$ cat src/rtl/lector_muestras_circular.sv
// Circular tap-sample store for the FIR datapath. Streams the last NUM_TAPS samples newest-first
// over valid/ready; writes during a burst park in a 1-deep holding register.
//
// state   | meaning
// REPOSO  | idle: writes go to the buffer, a pending request may start a burst
// LECTURA | burst in progress: one snapshot streamed, new writes parked in holding
module lector_muestras_circular #(
  parameter int ANCHO_DATOS  = 16,
  parameter int NUM_TAPS     = 8,
  parameter int ANCHO_INDICE = 3
) (
  input  logic                    clk,
  input  logic                    reset,
  input  logic                    habilitador,
  input  logic [ANCHO_DATOS-1:0]  datos_entrada,
  input  logic                    inicio,
  input  logic                    listo,
  output logic [ANCHO_DATOS-1:0]  muestra_salida,
  output logic [ANCHO_INDICE-1:0] indice_tap,
  output logic                    valido,
  output logic                    ultimo,
  output logic                    ocupado,
  output logic                    desborde
);

  typedef enum logic {REPOSO = 1'b0, LECTURA = 1'b1} estado_t;

  localparam logic [ANCHO_INDICE-1:0] IDX_MAX = ANCHO_INDICE'(NUM_TAPS - 1);
  localparam logic [ANCHO_INDICE-1:0] UNO     = ANCHO_INDICE'(1);

  estado_t estado, estado_sig;

  logic [ANCHO_DATOS-1:0]  mem [NUM_TAPS];
  logic [ANCHO_INDICE-1:0] ptr, rd_ptr;
  logic [ANCHO_DATOS-1:0]  retencion;
  logic                    pendiente, solicitud;
  logic                    transfer, fin_rafaga, arranque, ventana_escritura, escribe_mem;
  logic [ANCHO_DATOS-1:0]  dato_mem;

  function automatic logic [ANCHO_INDICE-1:0] anterior(input logic [ANCHO_INDICE-1:0] p);
    return (p == '0) ? IDX_MAX : p - UNO;
  endfunction

  always_ff @(posedge clk or negedge reset) begin
    if (!reset) estado <= REPOSO;
    else        estado <= estado_sig;
  end

  always_comb begin
    estado_sig = estado;
    transfer   = 1'b0;
    fin_rafaga = 1'b0;
    arranque   = 1'b0;
    case (estado)
      REPOSO: begin
        if ((inicio || solicitud) && !pendiente && !habilitador) begin
          arranque   = 1'b1;
          estado_sig = LECTURA;
        end
      end
      LECTURA: begin
        transfer = listo;
        if (listo && indice_tap == IDX_MAX) begin
          fin_rafaga = 1'b1;
          estado_sig = REPOSO;
        end
      end
      default: estado_sig = REPOSO;
    endcase
    // Buffer may only change outside a burst or on its closing edge, keeping the snapshot stable
    ventana_escritura = (estado == REPOSO) || fin_rafaga;
    escribe_mem       = ventana_escritura && (pendiente || habilitador);
    dato_mem          = pendiente ? retencion : datos_entrada;
  end

  assign valido  = (estado == LECTURA);
  assign ocupado = (estado == LECTURA);
  assign ultimo  = valido && (indice_tap == IDX_MAX);

  always_ff @(posedge clk or negedge reset) begin
    if (!reset) begin
      for (int i = 0; i < NUM_TAPS; i++) mem[i] <= '0;
      ptr            <= '0;
      rd_ptr         <= '0;
      retencion      <= '0;
      pendiente      <= 1'b0;
      solicitud      <= 1'b0;
      desborde       <= 1'b0;
      muestra_salida <= '0;
      indice_tap     <= '0;
    end else begin
      if (escribe_mem) begin
        mem[ptr] <= dato_mem;
        ptr      <= (ptr == IDX_MAX) ? '0 : ptr + UNO;
      end

      if (ventana_escritura) begin
        // A held sample commits this edge; a concurrent write takes its place in holding
        if (pendiente && habilitador) retencion <= datos_entrada;
        pendiente <= pendiente && habilitador;
      end else if (habilitador) begin
        retencion <= datos_entrada;
        pendiente <= 1'b1;
        if (pendiente) desborde <= 1'b1;
      end

      if (arranque)    solicitud <= 1'b0;
      else if (inicio) solicitud <= 1'b1;

      if (arranque) begin
        rd_ptr         <= anterior(ptr);
        muestra_salida <= mem[anterior(ptr)];
        indice_tap     <= '0;
      end else if (transfer && !fin_rafaga) begin
        rd_ptr         <= anterior(rd_ptr);
        muestra_salida <= mem[anterior(rd_ptr)];
        indice_tap     <= indice_tap + UNO;
      end
    end
  end

endmodule

$ cat config.mk
export PLATFORM = sky130hd
export DESIGN_NAME = lector_muestras_circular
export DESIGN_NICKNAME = d
export VERILOG_FILES = /design/src/rtl/lector_muestras_circular.sv
export SDC_FILE = /design/constraint.sdc
export NUM_CORES = 1
export LEC_CHECK = 0
export CORE_ASPECT_RATIO = 0.5
export CORE_UTILIZATION = 35
export DETAILED_ROUTE_END_ITERATION = 6
export GPL_TIMING_DRIVEN = 1
export PLACE_DENSITY = 0.53
export SETUP_SLACK_MARGIN = 0.4
export SLEW_MARGIN = 20
export SYNTH_ARGS = -nofsm -noshare
export SYNTH_HDL_FRONTEND = slang
export SYNTH_SLANG_ARGS = --single-unit
$ cat constraint.sdc
create_clock -name clk -period 5.2 [get_ports clk]
set_clock_uncertainty 0.05 [all_clocks]
set_input_delay 1.04 -clock clk [delete_from_list [all_inputs] [get_ports clk]]
set_output_delay 1.04 -clock clk [all_outputs]
set_load 0.005 [all_outputs]
* Word level (Yosys, flattened, before mapping)
Index checks and enable logic that the tools add are counted.
** Operators by class
- Add/sub/neg operators :: 4
- $lt $le $gt $ge :: 4
- Eq/ne operators :: 3
- Muxes and demuxes :: 33
- Bitwise gates (word level) :: 5
- Reductions and logical operators :: 21
** Operators by type and width (number)
- $mux W16 :: 11
- $bwmux W128 :: 1
- $bmux W16 S3 :: 2
- $demux W16 S3 :: 1
- $mux W3 :: 7
- $ge A4 B4 Y1 const B :: 3
- $not A3 Y4 :: 3
- $mux W1 :: 10
- $logic_and A1 B1 Y1 :: 8
- $add A3 B1 Y3 const B :: 2
- $eq A3 B3 Y1 const B :: 2
- $logic_not A3 Y1 :: 2
- $reduce_bool A2 Y1 :: 3
- $sub A3 B1 Y3 const B :: 2
- $lt A4 B1 Y1 const B :: 1
- $logic_not A1 Y1 :: 3
- $logic_or A1 B1 Y1 :: 3
- $reduce_and A3 Y1 :: 1
- $ne A2 B1 Y1 const B :: 1
- $not A1 Y1 :: 2
- $pmux W1 S2 :: 1
- $reduce_and A2 Y1 :: 1
** Storage, ports and cells
- Register bits after elaboration :: 173
- Input port bits :: 21
- Output and inout port bits :: 23

* Depth between registers and ports, before layout
- Word-level depth :: 8
- Gate-level depth with buffers :: 13

* Worst setup path before layout
No wires, ideal clock.
- Path kind :: reg2reg
- Start point :: reg ptr[0]
- End point :: reg muestra_salida[13]
- Arrival :: 2620 ps
- Data required time :: 5074 ps
- Slack :: 2453 ps
- Cell stages (with the launch flop) :: 14
- Buffers on the path :: 6
- Cells stage by stage :: dfrtp_1 > buf_2 > inv_1 > clkbuf_1 > clkbuf_1 > ha_1 > buf_2 > nand2b_1 > clkbuf_1 > buf_2 > o22ai_1 > a221oi_1 > o21ai_0 > o21ai_1
** On the way
- Word-level cells in the longest chain between the ends :: 7
- Elaborated cells between the ends (all ways) :: 8
** RTL lines
- start, declared :: line 34 : logic [ANCHO_INDICE-1:0] ptr, rd_ptr;
- start signal, assigned :: line 94 : ptr <= (ptr == IDX_MAX) ? '0 : ptr + UNO;
- $sub A3 B1 Y3 / $logic_not A3 Y1 (equally long branches) :: line 41 : return (p == '0) ? IDX_MAX : p - UNO;
- $mux W3 (*) :: line 41
- $not A3 Y4 (implied by the code) (*) :: line 112 : muestra_salida <= mem[anterior(ptr)];
- $bmux W16 S3 (*) :: line 112
- $mux W16 (implied by the code) (*) (2 in series) :: line 112
- $mux W16 (*) :: line 110 : if (arranque) begin
- end signal, assigned :: line 112
- end signal, assigned :: line 116 : muestra_salida <= mem[anterior(rd_ptr)];
- end, declared :: line 18 : output logic [ANCHO_DATOS-1:0] muestra_salida,
Every way passes the cells marked *; elsewhere a longest branch is shown, timed or not. The select of a mux whose other input is x is not followed.
A chain may end at the register's enable or synchronous reset.

* Worst setup path after layout
- Start point :: reg ptr[1]
- End point :: reg muestra_salida[10]
Same word-level chain as after synthesis.

==> results.cfg <==
[run_status]
status = finished, final reports clean

[critical_path]
worstSetupPathType = register to register
path_max_fanout = 16
crit_end = muestra_salida[10]$_DFFE_PN0P_
timing.rr.end = muestra_salida[10]$_DFFE_PN0P_
required_ns = 5.52
cp-end-kind = register
reg2reg_setup_slack_ns = 1.82
cp-startpoint = ptr[1]$_DFFE_PN0P_
reg2reg_from = ptr[1]$_DFFE_PN0P_
start_kind = register
worst_ep_arrival_time_ns = 3.70
reg2regPathDepth = 8

[placement]
place_congestion = 0.8537
postPlaceCellArea_sq_um = 9667
io_buffer_count = 43
hpwl_microns = 17300

[sta]
finalHoldViolCount = 0
max_freq_mhz = 295.8
fin_setup_tns_ns = 0
min_period_ns = 3.381
final_max_slew_viol_count = 0
worst_pin_slew_ns = 1.103
rsz0062_at_grt = false
whs_ns = 0.4178
slew_headroom_pct = 26.48
setup_viol = 0
fin_crit_sh_pct = 65.02

[drt]
wl_per_cell_microns = 21.53
wl_met1_microns = 13390
met2_length_microns = 12680
vias = 7440
drt_wl_total_microns = 27990
dr.pass1.iters = 5
viasPerCell = 5.723
ant_nets = 0
drcViolationCount = 0
routed.top_layer = met4
first_iter_violations = 584
wl_met3_microns = 1489

[power_and_ir_drop]
leakagePower_nw = 4.384
ir_drop_mv = 0.3192
powerDensity_nw_per_um2 = 768.7

[layout]
multi_input_area_sq_um = 4257
syn2layout_area_growth_pct = 14.97
layout.nets = 981
drive_gt1_share_pct = 9.336
diodes = 0
fin_area_sq_um = 10280
utilization_pct = 41.93
fillerInstances = 2410
final-seq-area_sq_um = 4333

[floorplan]
dieArea_sq_um = 26240
rows = 40
pin_count = 44
die_x_microns = 228.1
fp.dieH_microns = 115.0
start_util_pct = 36.47
core_area_sq_um = 24520

[synth]
netlist-cell-type-count = 46
synthFlopType = dfrtp_1
ys_seq_elements = 173
synth_fp_nets = 972
ys.warnings.count = 0
synthArstFlopShare_pct = 100.0
yosys.area.top_type_share_pct = 48.41
syn-cell-area_sq_um = 8944
ys_seq_area_share_pct = 48.41
yosys.area.top_type = dfrtp_1
synth.area.top_cells = dfrtp_1, mux2i_1, o21ai_0
synth_edf_count = 0
synthCells = 943
syn_avg_cell_area_sq_um = 9.484

[flow_run]
drv_cap = 0

[grt]
grt_max_degree = 103
grt_use_total_pct = 22.29
grt_pass1_wl_microns = 44280
grt_overflow_total = 0
antenna_found_initial = 0
grt_pass1_vias = 7539

[clocking]
cts.sinks = 173
cts_tree = yes
numCtsBuffers = 17
clockRootBuffer = clkbuf_16
clk_latency_ns = 0.45
holdBufCountCts = 0
cts_resized = 0
cts_setup_buffers = 0
clk_pin_slew_worst_paths_ns = 0.07
cts_max_path_buffers = 2
htreeDepth = 4

[hold_path]
hold_class = register to register
[metal layers]
layer	up-vias	GRT usage, %
met4	0	7.562
met1	3741	30.77
met5	-	0
met2	214	35.39
li1	3449	-
met3	36	4.266
[critical path: stages (launching register included)]
cell and delay [ns]:
dfrtp_1 0.49, inv_1 0.17, ha_1 0.16, ha_1 0.64, nand2b_1 0.93, o22ai_1 0.23
a221oi_1 0.40, o21ai_0 0.12, o21ai_0 0.09
[how the worst min path moves through the flow]
| stage | cells past startpoint | to | slack (ns) | start |
|---|---|---|---|---|
| 2_1_floorplan | 2 | mem[32]$_DFFE_PN0P_ | 0.41 | mem[32]$_DFFE_PN0P_ |
| 3_3_place_gp | 1 | desborde$_DFFE_PN0P_ | 0.40 | desborde$_DFFE_PN0P_ |
| 3_5_place_dp | 1 | desborde$_DFFE_PN0P_ | 0.41 | desborde$_DFFE_PN0P_ |
| 4_1_cts | 1 | desborde$_DFFE_PN0P_ | 0.42 | desborde$_DFFE_PN0P_ |
| 5_1_grt | 1 | desborde$_DFFE_PN0P_ | 0.44 | desborde$_DFFE_PN0P_ |
| 6_report | 1 | desborde$_DFFE_PN0P_ | 0.42 | desborde$_DFFE_PN0P_ |
[cell usage after synthesis, types with 2 or more instances]
library cell and number:
o21ai_0 148, mux2i_1 82, o21ai_1 2, buf_1 4, o221ai_1 25, nand2b_1 3, ha_1 8, o211ai_1 5
a211oi_1 26, a22oi_1 23, a221oi_1 13, a32oi_1 12, dfrtp_1 173, nand4_1 7, nand3_1 2, o22ai_1 17
buf_6 3, a21oi_1 41, nand2_1 163, and2_1 2, nor2b_1 25, a221oi_2 2, mux2_2 17, clkbuf_1 47
or2_2 2, inv_1 10, buf_2 21, nor3_1 12, nor2_1 31
[sequential cells by signal (all words and copies together) (netlist names)]
signal,flops
solicitud,1
muestra_salida,16
ptr,3
mem,128
pendiente,1
ocupado,1
indice_tap,3
retencion,16
rd_ptr,3
desborde,1
[cell type report]
class	instances	area share (%)
clock buffer	19	4.405
clock inverter	12	1.570
inverter	11	0.4016
multi-input combinational	683	41.40
sequential	173	42.14
tap	336	4.089
timing repair buffer	66	5.999
[cell families (layout without fill, tap and decap cells)]
family,count (synthesis),count (layout),synth area share [%]
DFF,173,173,48.41
AOI/OAI and AO/OA,319,319,22.15
and+or+nand+nor,255,255,12.56
xor gates and xnor gates,1,1,0.09795
buffers and inverters,87,108,4.239
muxes,99,99,11.32
adders and majority gates,9,9,1.231
[report_power, final]
| part | switching, mW | total [mW] | internal (mW) |
|---|---|---|---|
| Clock | 0.578 | 1.36 | 0.783 |
| Sequential | 0.547 | 2.49 | 1.95 |
| Combinational | 2.53 | 4.05 | 1.52 |
[through the flow]
step	power (mW)	cells	setup slack (ns)
after global placement	6.418	1269	1.805
after CTS	7.877	1300	1.949
final	7.904	1300	1.819
after global routing	8.439	1300	1.643
after detailed placement	6.509	1269	1.711
after floorplan	5.115	943	2.453
[layout by cell type (no fill, tap or decap), types with 8 or more instances in the layout]
master / n
dfrtp_1: 170
nand2_1: 163
o21ai_0: 148
mux2i_1: 82
clkdlybuf4s50_1: 42
a21oi_1: 41
nor2_1: 29
a211oi_1: 26
o221ai_1: 25
nor2b_1: 24
a22oi_1: 23
buf_4: 22
mux2_2: 17
o22ai_1: 17
clkbuf_16: 17
a221oi_1: 13
nor3_1: 12
a32oi_1: 12
inv_1: 10
ha_1: 8
Power figures use the tool's default switching activity.
